[src/rtl/ha_pkg.sv]
// Shared definitions for the half-adder result collector: join-state
// encoding, result field layout and a helper to build the joined result.
package ha_pkg;

  typedef logic [1:0] join_state_t;

  localparam join_state_t ST_EMPTY      = 2'b00;
  localparam join_state_t ST_HAVE_SUM   = 2'b01;
  localparam join_state_t ST_HAVE_CARRY = 2'b10;
  localparam join_state_t ST_HAVE_BOTH  = 2'b11;

  localparam int RES_W     = 2;
  localparam int SUM_IDX   = 0;
  localparam int CARRY_IDX = 1;

  function automatic logic [RES_W-1:0] pack_result(input logic carry, input logic sum);
    logic [RES_W-1:0] r;
    r            = '0;
    r[SUM_IDX]   = sum;
    r[CARRY_IDX] = carry;
    return r;
  endfunction

endpackage

[src/rtl/ha_result_fifo.sv]
// Result FIFO for the collector. Pointers carry one extra wrap bit so full
// and empty are told apart without an occupancy counter. The head output is
// forced to zero while empty so the result bus reads 0 out of reset.
module ha_result_fifo #(
  parameter int DEPTH = 4,
  parameter int WIDTH = 2
) (
  input  logic             clk,
  input  logic             reset,
  input  logic             push,
  input  logic [WIDTH-1:0] push_data,
  input  logic             pop,
  output logic [WIDTH-1:0] pop_data,
  output logic             full,
  output logic             empty
);

  localparam int AW = $clog2(DEPTH);

  logic [AW:0]      wr_ptr;
  logic [AW:0]      rd_ptr;
  logic [WIDTH-1:0] mem [DEPTH];
  logic             push_ok;
  logic             pop_ok;

  assign empty   = (wr_ptr == rd_ptr);
  assign full    = (wr_ptr[AW] != rd_ptr[AW]) && (wr_ptr[AW-1:0] == rd_ptr[AW-1:0]);
  assign push_ok = push && !full;
  assign pop_ok  = pop && !empty;

  assign pop_data = empty ? '0 : mem[rd_ptr[AW-1:0]];

  // Pointer update; both may move on the same edge.
  always_ff @(posedge clk or posedge reset) begin
    if (reset) begin
      wr_ptr <= '0;
      rd_ptr <= '0;
    end else begin
      if (push_ok) wr_ptr <= wr_ptr + 1'b1;
      if (pop_ok)  rd_ptr <= rd_ptr + 1'b1;
    end
  end

  // Storage write; contents need no reset because empty masks the head.
  always_ff @(posedge clk) begin
    if (push_ok) mem[wr_ptr[AW-1:0]] <= push_data;
  end

endmodule

[src/rtl/ha_result_collector.sv]
// Joins the independent sum and carry streams of a half-adder stage into a
// single {carry,sum} result stream buffered by ha_result_fifo.
// Optional delivery statistics are built when HA_COLLECTOR_STATS_EN is
// defined; otherwise result_count and carry_count are constant zero.
//
// state      | meaning
// EMPTY      | nothing held, both inputs ready
// HAVE_SUM   | sum held, waiting for carry
// HAVE_CARRY | carry held, waiting for sum
// HAVE_BOTH  | pair held, pushed as soon as the FIFO has room
module ha_result_collector
  import ha_pkg::*;
#(
  parameter int DEPTH = 4,
  parameter int CNT_W = 16
) (
  input  logic             clk,
  input  logic             reset,
  input  logic             s_sum_tvalid,
  input  logic             s_sum_tdata,
  output logic             s_sum_tready,
  input  logic             s_carry_tvalid,
  input  logic             s_carry_tdata,
  output logic             s_carry_tready,
  output logic             m_res_tvalid,
  output logic [1:0]       m_res_tdata,
  input  logic             m_res_tready,
  output logic [CNT_W-1:0] result_count,
  output logic [CNT_W-1:0] carry_count
);

  join_state_t state;
  join_state_t state_nxt;
  logic        sum_q;
  logic        carry_q;
  logic        sum_xfer;
  logic        carry_xfer;
  logic        fifo_push;
  logic        fifo_pop;
  logic        fifo_full;
  logic        fifo_empty;

  // Readiness depends on state alone so it never combinationally follows valid.
  assign s_sum_tready   = (state == ST_EMPTY) || (state == ST_HAVE_CARRY);
  assign s_carry_tready = (state == ST_EMPTY) || (state == ST_HAVE_SUM);

  assign sum_xfer   = s_sum_tvalid && s_sum_tready;
  assign carry_xfer = s_carry_tvalid && s_carry_tready;

  // Full is sampled at cycle start, so a same-edge pop does not open room.
  assign fifo_push = (state == ST_HAVE_BOTH) && !fifo_full;

  assign m_res_tvalid = !fifo_empty;
  assign fifo_pop     = m_res_tvalid && m_res_tready;

  // Join FSM next-state decode.
  always_comb begin
    state_nxt = state;
    case (state)
      ST_EMPTY: begin
        if (sum_xfer && carry_xfer) state_nxt = ST_HAVE_BOTH;
        else if (sum_xfer)          state_nxt = ST_HAVE_SUM;
        else if (carry_xfer)        state_nxt = ST_HAVE_CARRY;
      end
      ST_HAVE_SUM: begin
        if (carry_xfer) state_nxt = ST_HAVE_BOTH;
      end
      ST_HAVE_CARRY: begin
        if (sum_xfer) state_nxt = ST_HAVE_BOTH;
      end
      ST_HAVE_BOTH: begin
        if (fifo_push) state_nxt = ST_EMPTY;
      end
      default: state_nxt = ST_EMPTY;
    endcase
  end

  // State register and held operand bits.
  always_ff @(posedge clk or posedge reset) begin
    if (reset) begin
      state   <= ST_EMPTY;
      sum_q   <= 1'b0;
      carry_q <= 1'b0;
    end else begin
      state <= state_nxt;
      if (sum_xfer)   sum_q   <= s_sum_tdata;
      if (carry_xfer) carry_q <= s_carry_tdata;
    end
  end

  ha_result_fifo #(
    .DEPTH (DEPTH),
    .WIDTH (RES_W)
  ) u_fifo (
    .clk       (clk),
    .reset     (reset),
    .push      (fifo_push),
    .push_data (pack_result(carry_q, sum_q)),
    .pop       (fifo_pop),
    .pop_data  (m_res_tdata),
    .full      (fifo_full),
    .empty     (fifo_empty)
  );

`ifdef HA_COLLECTOR_STATS_EN
  logic [CNT_W-1:0] result_cnt_q;
  logic [CNT_W-1:0] carry_cnt_q;

  // Delivery statistics; counters wrap naturally at 2^CNT_W.
  always_ff @(posedge clk or posedge reset) begin
    if (reset) begin
      result_cnt_q <= '0;
      carry_cnt_q  <= '0;
    end else if (fifo_pop) begin
      result_cnt_q <= result_cnt_q + 1'b1;
      if (m_res_tdata[CARRY_IDX]) carry_cnt_q <= carry_cnt_q + 1'b1;
    end
  end

  assign result_count = result_cnt_q;
  assign carry_count  = carry_cnt_q;
`else
  assign result_count = '0;
  assign carry_count  = '0;
`endif

endmodule

[config.mk]
export PLATFORM = sky130hd
export DESIGN_NAME = ha_result_collector
export DESIGN_NICKNAME = d
export VERILOG_FILES = /design/src/rtl/ha_pkg.sv /design/src/rtl/ha_result_fifo.sv /design/src/rtl/ha_result_collector.sv
export SDC_FILE = /design/constraint.sdc
export NUM_CORES = 1
export LEC_CHECK = 0
export BUFFER_PORTS_ARGS = -buffer_cell sky130_fd_sc_hd__buf_2
export CELL_PAD_IN_SITES_DETAIL_PLACEMENT = 1
export CELL_PAD_IN_SITES_GLOBAL_PLACEMENT = 1
export CORE_MARGIN = 1.5
export CORE_UTILIZATION = 39
export CTS_BUF_LIST = sky130_fd_sc_hd__clkbuf_2 sky130_fd_sc_hd__clkbuf_4 sky130_fd_sc_hd__clkbuf_8
export DETAILED_ROUTE_END_ITERATION = 16
export HOLD_SLACK_MARGIN = 0.1
export PLACE_DENSITY = 0.92
export SKIP_LAST_GASP = 1
export SYNTH_ARGS = -nofsm -noshare
export SYNTH_HDL_FRONTEND = slang
export SYNTH_SLANG_ARGS = --single-unit
[constraint.sdc]
create_clock -name clk -period 1.8 [get_ports clk]
set_clock_uncertainty 0.1 [all_clocks]
set_input_delay 0.09 -clock clk [delete_from_list [all_inputs] [get_ports clk]]
set_output_delay 0.09 -clock clk [all_outputs]
set_load 0.005 [all_outputs]
==> qor.yml, run 1 <==
vias: 695
wl_per_cell_um: 12.92
track_usage_pct: 13.01
ant_nets: 0
grt_pass1_wl_um: 3346
ys_seq_area_share_pct: 40.12
netlist_instances: 105
fill_cells: 352
synth_top_area_share_pct: 20.47
portBuffers: 11
multi_input_area_um2: 581.8
core-area_um2: 3003
finalNetCount: 147
drc: 0
cap_violations: 0
cts_buffer_depth: 2
end_kind: "flop"
mostFrequentLayoutCells: "32 x conb_1, 11 x buf_2, 10 x ha_1"
drv_slew: 0
drt-pass1-iter-count: 1
setup_violations: 0
placedInstanceArea_um2: 1195
synth_area_um2: 1222
synth_largest_area_cell: "dfrtp_1"
antenna_found_initial: 0
fp.dieH_um: 58.99
grt_pass1_vias: 698
max_freq_ghz: 0.5662
fin_area_um2: 1309
cts-root-buf: "clkbuf_4"
area_growth_pct: 7.063
avgSynthCellArea_um2: 11.64
irDropWorstVdd_uv: 744.9
layout-drive-gt1-share_pct: 28.91
clk_pin_slew_worst_paths_ns: 0.10
yosys-top-cells-area: "dfrtp_1 20%, buf_4 20%, edfxtp_1 20%"
ys_types: 26
ys_ff_latch: 18
cts.sinks: 18
antenna_cells: 0
required_ns: 1.88
grt_max_degree: 11
yosys_warnings: 0
rsz0062_at_grt: "yes"
hold_violations: 0
die_w_um: 58.99
gr-total-overflow: 0
finalCriticalPeriod_ns: 1.766
insertion_delay_ns: 0.29
seqCellArea_um2: 491.7
rows: 20
crit_fanout: 4
gp_congestion: 0.7499
startpoint_type: "flop"
hold_class: "primary input to async pin"
finalPower_w: 0.002148
outcome: "completed"
power.leakage_nw: 0.6455
dp_hpwl_um: 1631
drt-initial-drc-count: 0
arrival_ns: 1.85
routed_wirelength_um: 2080
post-route-period-util_pct: 98.12
crit_type: "flop to flop"
p_per_area_nw_per_um2: 1641
ioPinCount: 44
mostFrequentLayoutCell: "conb_1"
htree_levels: 1
via_per_inst: 4.317
tritoncts: "built"
initial_core_util_pct: 40.71
die_area_um2: 3479
cts_buffers: 3
-- flip-flops by register name (all words and copies together) (netlist names) --
register       cells
u_fifo.rd_ptr      3
u_fifo.mem         8
state              2
sum_q              1
carry_q            1
u_fifo.wr_ptr      3
-- Yosys cell counts, drive strengths merged --
| cell type | count |
|---|---|
| nand3 | 2 |
| inv | 7 |
| or2 | 2 |
| nor2b | 1 |
| nand2 | 5 |
| conb | 1 |
| o221ai | 1 |
| a21oi | 1 |
| nor2 | 1 |
| mux2i | 1 |
| nand3b | 1 |
| mux4 | 2 |
| dfrtp | 10 |
| a31oi | 1 |
| buf | 32 |
| xnor2 | 5 |
| xor2 | 2 |
| and3 | 4 |
| ha | 10 |
| a41oi | 1 |
| and2 | 2 |
| edfxtp | 8 |
| mux2 | 5 |
-- worst max-delay path, stage by stage, from the launching register on --
cell     delay, ns
dfrtp_1       0.42
inv_1         0.10
ha_1          0.21
or2_2         0.32
nand2_1       0.11
a41oi_1       0.12
mux2_4        0.28
-- cell families after synthesis --
family,Yosys count,share of synthesized area (%)
other cells,1,0.3068
xor+xnor,7,5.630
buf+inv,39,21.80
flops,18,40.12
fa+ha+maj,10,10.24
simple gates,18,9.007
compound gates,4,2.866
mux,8,10.03
-- metrics by stage --
step	utilization, %	setup TNS (ns)	hold WS [ns]	setup slack [ns]	std cells
final	43.58	0	0.2134	0.03388	161
after detailed placement	39.79	0	0.008785	0.01096	148
after global routing	43.58	-0.03449	0.2377	-0.03449	161
after CTS	42.83	-0.03387	0.2279	-0.01953	158
after floorplan	-	0	-0.1698	0.1907	136
after global placement	39.79	0	-0.002546	0.1365	148
-- power breakdown --
part           switching [W]  internal [W]  total [W]
logic               0.000514      0.000622    0.00114
registers           0.000185      0.000627   0.000811
clock network       0.000123     0.0000778   0.000201
total               0.000821       0.00133    0.00215
-- worst paths after layout --
kind | start | to | slack, ns | cells after the start
max reg2reg | state[1] | state[1] | 0.03 | 6
min reg2reg | u_fifo.wr_ptr[2] | u_fifo.wr_ptr[2] | 0.40 | 1
max in group asynchronous | reset | u_fifo.rd_ptr[0] | 1.08 | 3
max | state[1] | state[1] | 0.03 | 6
min | reset | u_fifo.wr_ptr[0] | 0.21 | 3
min in group clk | u_fifo.wr_ptr[2] | u_fifo.wr_ptr[2] | 0.40 | 1
-- layer usage --
metal / global-route usage, % / vias up / routed length [um]
li1: - / 330 / -
met1: 13.41 / 345 / 751
met2: 25.87 / 20 / 1235
met3: 3.275 / 0 / 93
met4: 2.922 / 0 / 0
met5: 0 / - / 0
-- layout make-up --
type / count / share of cell area, %
inverter: 7 / 2.008
tap: 33 / 3.155
clock buffer: 3 / 1.721
timing repair buffer: 21 / 11.09
sequential: 18 / 37.57
multi-input combinational: 79 / 44.45
-- what timing repair did --
| item | CTS | global route |
|---|---|---|
| setup buffers | 1 | 3 |
| pin swaps | 0 | 1 |
| hold endpoints to repair | 16 | 0 |
| hold buffers | 6 | 0 |
| gates resized for setup | 1 | 3 |
| endpoints found under the setup margin | 2 | 5 |
Note: power is estimated with default switching activity, not from simulation.
==> inputs of run 2 (changes only) <==
--- a/config.mk
+++ b/config.mk
@@ -8,7 +8,7 @@
 export BUFFER_PORTS_ARGS = -buffer_cell sky130_fd_sc_hd__buf_2
 export CELL_PAD_IN_SITES_DETAIL_PLACEMENT = 1
 export CELL_PAD_IN_SITES_GLOBAL_PLACEMENT = 1
-export CORE_MARGIN = 1.5
+export CORE_MARGIN = 8
 export CORE_UTILIZATION = 39
 export CTS_BUF_LIST = sky130_fd_sc_hd__clkbuf_2 sky130_fd_sc_hd__clkbuf_4 sky130_fd_sc_hd__clkbuf_8
 export DETAILED_ROUTE_END_ITERATION = 16
==> run 2 against run 1 <==
Setup slack gained 0.023 ns. Utilization increased by 0.59 points. Critical path depth is 1 lower. Routed wire length is 15% higher. Register-to-register slack improved by 0.02 ns. Largest power group unchanged.
==> qor.yml, run 2 (synthesized netlist as in run 1, its figures left out) <==
power.leakage_nw: 0.6509
cap_violations: 0
finalNetCount: 146
initial_core_util_pct: 40.37
routed_wirelength_um: 2392
critical_path.startpoint: "u_fifo.rd_ptr[0]"
irDropWorstVdd_uv: 606.3
rows: 20
cts-root-buf: "clkbuf_4"
max_freq_ghz: 0.5737
crit_fanout: 6
drt-pass1-iter-count: 3
portBuffers: 11
ant_nets: 0
die_w_um: 71.99
cts_buffer_depth: 2
drc: 0
via_per_inst: 4.047
post-route-period-util_pct: 96.83
required_ns: 1.90
mostFrequentLayoutCell: "conb_1"
drt-initial-drc-count: 8
grt_pass1_vias: 782
core-area_um2: 3028
startpoint_type: "flop"
mostFrequentLayoutCells: "32 x conb_1, 11 x buf_2, 10 x ha_1"
htree_levels: 1
cts_buffers: 3
ioPinCount: 44
finalCriticalPeriod_ns: 1.743
gp_congestion: 0.6759
layout-drive-gt1-share_pct: 27.34
clk_pin_slew_worst_paths_ns: 0.11
fp.dieH_um: 71.99
crit_type: "flop to flop"
wl_per_cell_um: 13.91
end_kind: "flop"
p_per_area_nw_per_um2: 1632
antenna_found_initial: 0
rsz0062_at_grt: "no"
area_growth_pct: 9.416
largest_reg_flops: 8
cts.sinks: 18
drv_slew: 0
dp_hpwl_um: 1944
tritoncts: "built"
insertion_delay_ns: 0.30
hold_violations: 0
outcome: "completed"
antenna_cells: 0
die_area_um2: 5182
grt_pass1_wl_um: 3801
arrival_ns: 1.84
grt_max_degree: 11
hold_slack_ns: 0.2245
vias: 696
r2r-start: "u_fifo.rd_ptr[0]"
track_usage_pct: 9.322
tns_ns: 0
hold_class: "primary input to async pin"
gr-total-overflow: 0
setup_violations: 0
[run 2: changes by cell type in the layout (fill, tap and decap cells not counted), sizes merged]
cell	change
buf	-1
clkinv	+1
[run 2: power by group]
part	switching [W]	internal (W)
sequential	0.000174	0.000626
combinational	0.000546	0.000624
clock	0.000131	0.0000809
[run 2: critical path: stages, from the launching register on]
cell      delay, ns
dfrtp_2        0.44
buf_4          0.15
xnor2_2        0.19
nand3_2        0.20
o221ai_4       0.25
mux2_4         0.32
[run 2: final timing paths]
path	endpoint	slack [ns]	cells after the start
worst max-delay path	state[1]	0.06	5
max in group asynchronous	u_fifo.rd_ptr[0]	1.04	3
worst min-delay path	u_fifo.wr_ptr[1]	0.22	3
worst min register to register	u_fifo.wr_ptr[2]	0.40	1
min in group clk	u_fifo.wr_ptr[2]	0.40	1
worst max register to register	state[1]	0.06	5
[run 2: through the flow]
stage	power (W)	setup WS [ns]	cell area, um2	utilization, %	instances
3_5_place_dp	0.001882	0.04749	1209	39.92	159
5_1_grt	0.002378	0.006736	1338	44.17	172
6_report	0.002182	0.05705	1338	44.17	172
4_1_cts	0.002155	0.02134	1311	43.31	171
3_3_place_gp	0.001775	0.1316	1209	39.92	159
2_1_floorplan	0.001608	0.1907	1339	-	136
[run 2: metal layers]
metal	track usage, %	up-vias	routed length, um
li1	-	333	-
met5	0	-	0
met3	2.893	2	99
met2	18.93	16	1452
met4	2.721	0	18
met1	8.450	345	822
[run 2: what timing repair did]
| action | CTS | global route |
|---|---|---|
| hold endpoints to repair | 16 | 0 |
| setup buffers | 2 | 1 |
| endpoints found under the setup margin | 2 | 2 |
| hold buffers | 6 | 0 |
| resized for setup | 1 | 3 |
[run 2: area by class of cell]
class,count,area (um2)
Fill cell,339,1690
Multi-Input combinational cell,79,600.6
Sequential cell,18,491.7
Timing Repair Buffer,20,137.6
Tap cell,44,55.05
Inverter,7,26.28
Clock buffer,3,22.52
Clock inverter,1,3.754
==> inputs of run 3 (changes only) <==
--- a/config.mk
+++ b/config.mk
@@ -5,11 +5,11 @@
 export SDC_FILE = /design/constraint.sdc
 export NUM_CORES = 1
 export LEC_CHECK = 0
-export BUFFER_PORTS_ARGS = -buffer_cell sky130_fd_sc_hd__buf_2
+export BUFFER_PORTS_ARGS = -buffer_cell sky130_fd_sc_hd__clkbuf_2
 export CELL_PAD_IN_SITES_DETAIL_PLACEMENT = 1
 export CELL_PAD_IN_SITES_GLOBAL_PLACEMENT = 1
 export CORE_MARGIN = 8
-export CORE_UTILIZATION = 39
+export CORE_UTILIZATION = 40
 export CTS_BUF_LIST = sky130_fd_sc_hd__clkbuf_2 sky130_fd_sc_hd__clkbuf_4 sky130_fd_sc_hd__clkbuf_8
 export DETAILED_ROUTE_END_ITERATION = 16
 export HOLD_SLACK_MARGIN = 0.1
@@ -17,4 +17,5 @@
 export SKIP_LAST_GASP = 1
 export SYNTH_ARGS = -nofsm -noshare
 export SYNTH_HDL_FRONTEND = slang
+export SYNTH_HIERARCHICAL = 1
 export SYNTH_SLANG_ARGS = --single-unit
==> run 3 against run 2 <==
Combinational power increased by 79%. Highest routed layer unchanged. Largest power group unchanged. Global-route usage is 3.6 points higher. The flow now finishes with violations (negative setup slack). Via count increased by 31%.
==> qor.yml, run 3 <==
grt_pass1_vias: 1041
tritoncts: "built"
gp_congestion: 0.9097
die_area_um2: 5486
area_growth_pct: 20.69
vias: 910
clk_pin_slew_worst_paths_ns: 0.11
arrival_ns: 1.67
p_per_area_nw_per_um2: 1943
p_comb_share_pct: 66.3
end_kind: "output pin"
via_per_inst: 4.461
cts_buffers: 3
required_ns: 1.61
setup_violations: 2
crit_fanout: 4
synth_largest_area_cell: "dfrtp_1"
setup_slack_ns: -0.06026
hold_class: "primary input to async pin"
track_usage_pct: 12.88
initial_core_util_pct: 41.07
p_clk_share_pct: 6.8
ys_types: 35
portBuffers: 11
layout-drive-gt1-share_pct: 37.58
p_switching_w: 0.001422
gr-total-overflow: 0
cts_buffer_depth: 2
drv_slew: 0
synth_area_um2: 1349
synth_ff_type: "dfrtp_1"
ys_ff_latch: 18
yosys_warnings: 6
hold_violations: 0
largest_reg_flops: 8
synth.most_common_cell: "buf_4"
rows: 21
mostFrequentLayoutCell: "conb_1"
pwr-share-seq_pct: 26.9
htree_levels: 1
fp.dieH_um: 74.07
crit_type: "flop to output pin"
drt-initial-drc-count: 45
rsz0062_at_grt: "yes"
violations: "negative setup slack"
core-area_um2: 3284
die_w_um: 74.07
avgSynthCellArea_um2: 10.88
dp_hpwl_um: 2484
cap_violations: 0
mostFrequentLayoutCells: "32 x conb_1, 15 x buf_4, 11 x clkbuf_2"
async_flop_share_pct: 55.56
power.leakage_nw: 0.7505
hold_slack_ns: 0.1128
antenna_found_initial: 0
ioPinCount: 44
utilization_pct: 49.56
finalNetCount: 175
outcome: "finished with violations"
cts.sinks: 18
max_freq_ghz: 0.5376
wl_per_cell_um: 16.82
ant_nets: 0
yosys-top-cells-area: "dfrtp_1 19%, buf_4 18%, edfxtp_1 18%"
startpoint_type: "flop"
grt_pass1_wl_um: 5133
post-route-period-util_pct: 103.3
cts-root-buf: "clkbuf_4"
drc: 0
insertion_delay_ns: 0.30
internal_power_w: 0.001742
routed_wirelength_um: 3431
grt_max_degree: 11
synth-edff-count: 8
irDropWorstVdd_uv: 516.9
ys_seq_area_share_pct: 36.36
netlist_instances: 124
drt-pass1-iter-count: 4
yosys-top-cells-count: "32 x buf_4, 10 x dfrtp_1, 10 x ha_1, 10 x inv_1, 8 x edfxtp_1"
switching_share_pct: 44.94
synth_top_area_share_pct: 18.55
finalCriticalPeriod_ns: 1.860
## run 3: cell types whose count changed after synthesis, moves of 3 or more
cell and change:
and3_1 +3, nor2b_1 +4, inv_1 +3, a21oi_1 +4
nand2_1 -3, and3_2 -4
## run 3: layout make-up
class	count	area (um2)
fillers	379	1657
multi-input cells	93	777.0
flip-flops and latches	18	498.0
repair buffers	32	229.0
well taps	46	57.56
inverters	10	37.54
clock buffers	3	22.52
clock inverters	1	3.754
diodes	1	2.502
## run 3: metrics by stage
stage	TNS, ns	std cells	power (W)	instance area (um2)	worst slack (ns)
after floorplan	0	155	0.001913	1468	0.004109
after global placement	0	187	0.002312	1391	0.03759
after detailed placement	-0.2015	187	0.002471	1391	-0.05791
after CTS	-0.1031	198	0.002821	1511	-0.02188
after global routing	-0.3983	203	0.003408	1625	-0.1382
final	-0.1021	204	0.003163	1628	-0.06026
## run 3: power groups by stage
stage / registers, W / clock network, W / logic [W]
after floorplan: 0.000745 / 0 / 0.00117
after global routing: 0.000870 / 0.000247 / 0.00229
after global placement: 0.000780 / 0 / 0.00153
after detailed placement: 0.000799 / 0 / 0.00167
after CTS: 0.000803 / 0.000222 / 0.00180
final: 0.000850 / 0.000216 / 0.00210
## run 3: logic make-up after synthesis
logic type | after synthesis | share of synthesized area, %
mux | 6 | 6.586
xor+xnor | 10 | 7.607
buf+inv | 44 | 21.80
flops | 18 | 36.36
other cells | 1 | 0.2780
compound gates | 17 | 9.925
fa+ha+maj | 10 | 9.276
simple gates | 18 | 8.164
## run 3: critical path, cell delays in order, from the launching register on
cell      delay (ns)
dfrtp_2         0.49
buf_6           0.14
mux4_2          0.49
nor2b_4         0.14
clkbuf_2        0.10
## run 3: path summary, 6_finish.rpt
kind	to	depth (start not counted)	slack (ns)	startpoint
min in group clk	u_fifo/rd_ptr[0]	4	0.15	m_res_tready
max reg2reg	state[1]	6	0.02	u_fifo/rd_ptr[2]
max in group asynchronous	u_fifo/rd_ptr[1]	3	1.23	reset
min reg2reg	u_fifo/mem[2][1]	0	0.45	carry_q
max	m_res_tdata[0]	4	-0.06	u_fifo/rd_ptr[0]
min	sum_q	3	0.11	reset
## run 3: what timing repair did
action,4_1_cts,5_1_grt
pin swaps,1,2
setup endpoints to repair,9,11
hold buffers,5,0
hold endpoints to repair,13,0
gates resized for setup,7,15
setup buffers,2,5
## run 3: routing by layer
layer / wire [um] / global-route usage, % / part of all wire (%) / vias up
met5: 0 / 0 / 0 / -
met4: 136 / 10.42 / 4.0 / 0
met3: 166 / 3.100 / 4.8 / 10
met2: 1841 / 23.14 / 54 / 34
met1: 1286 / 12.20 / 37 / 447
li1: - / - / - / 419
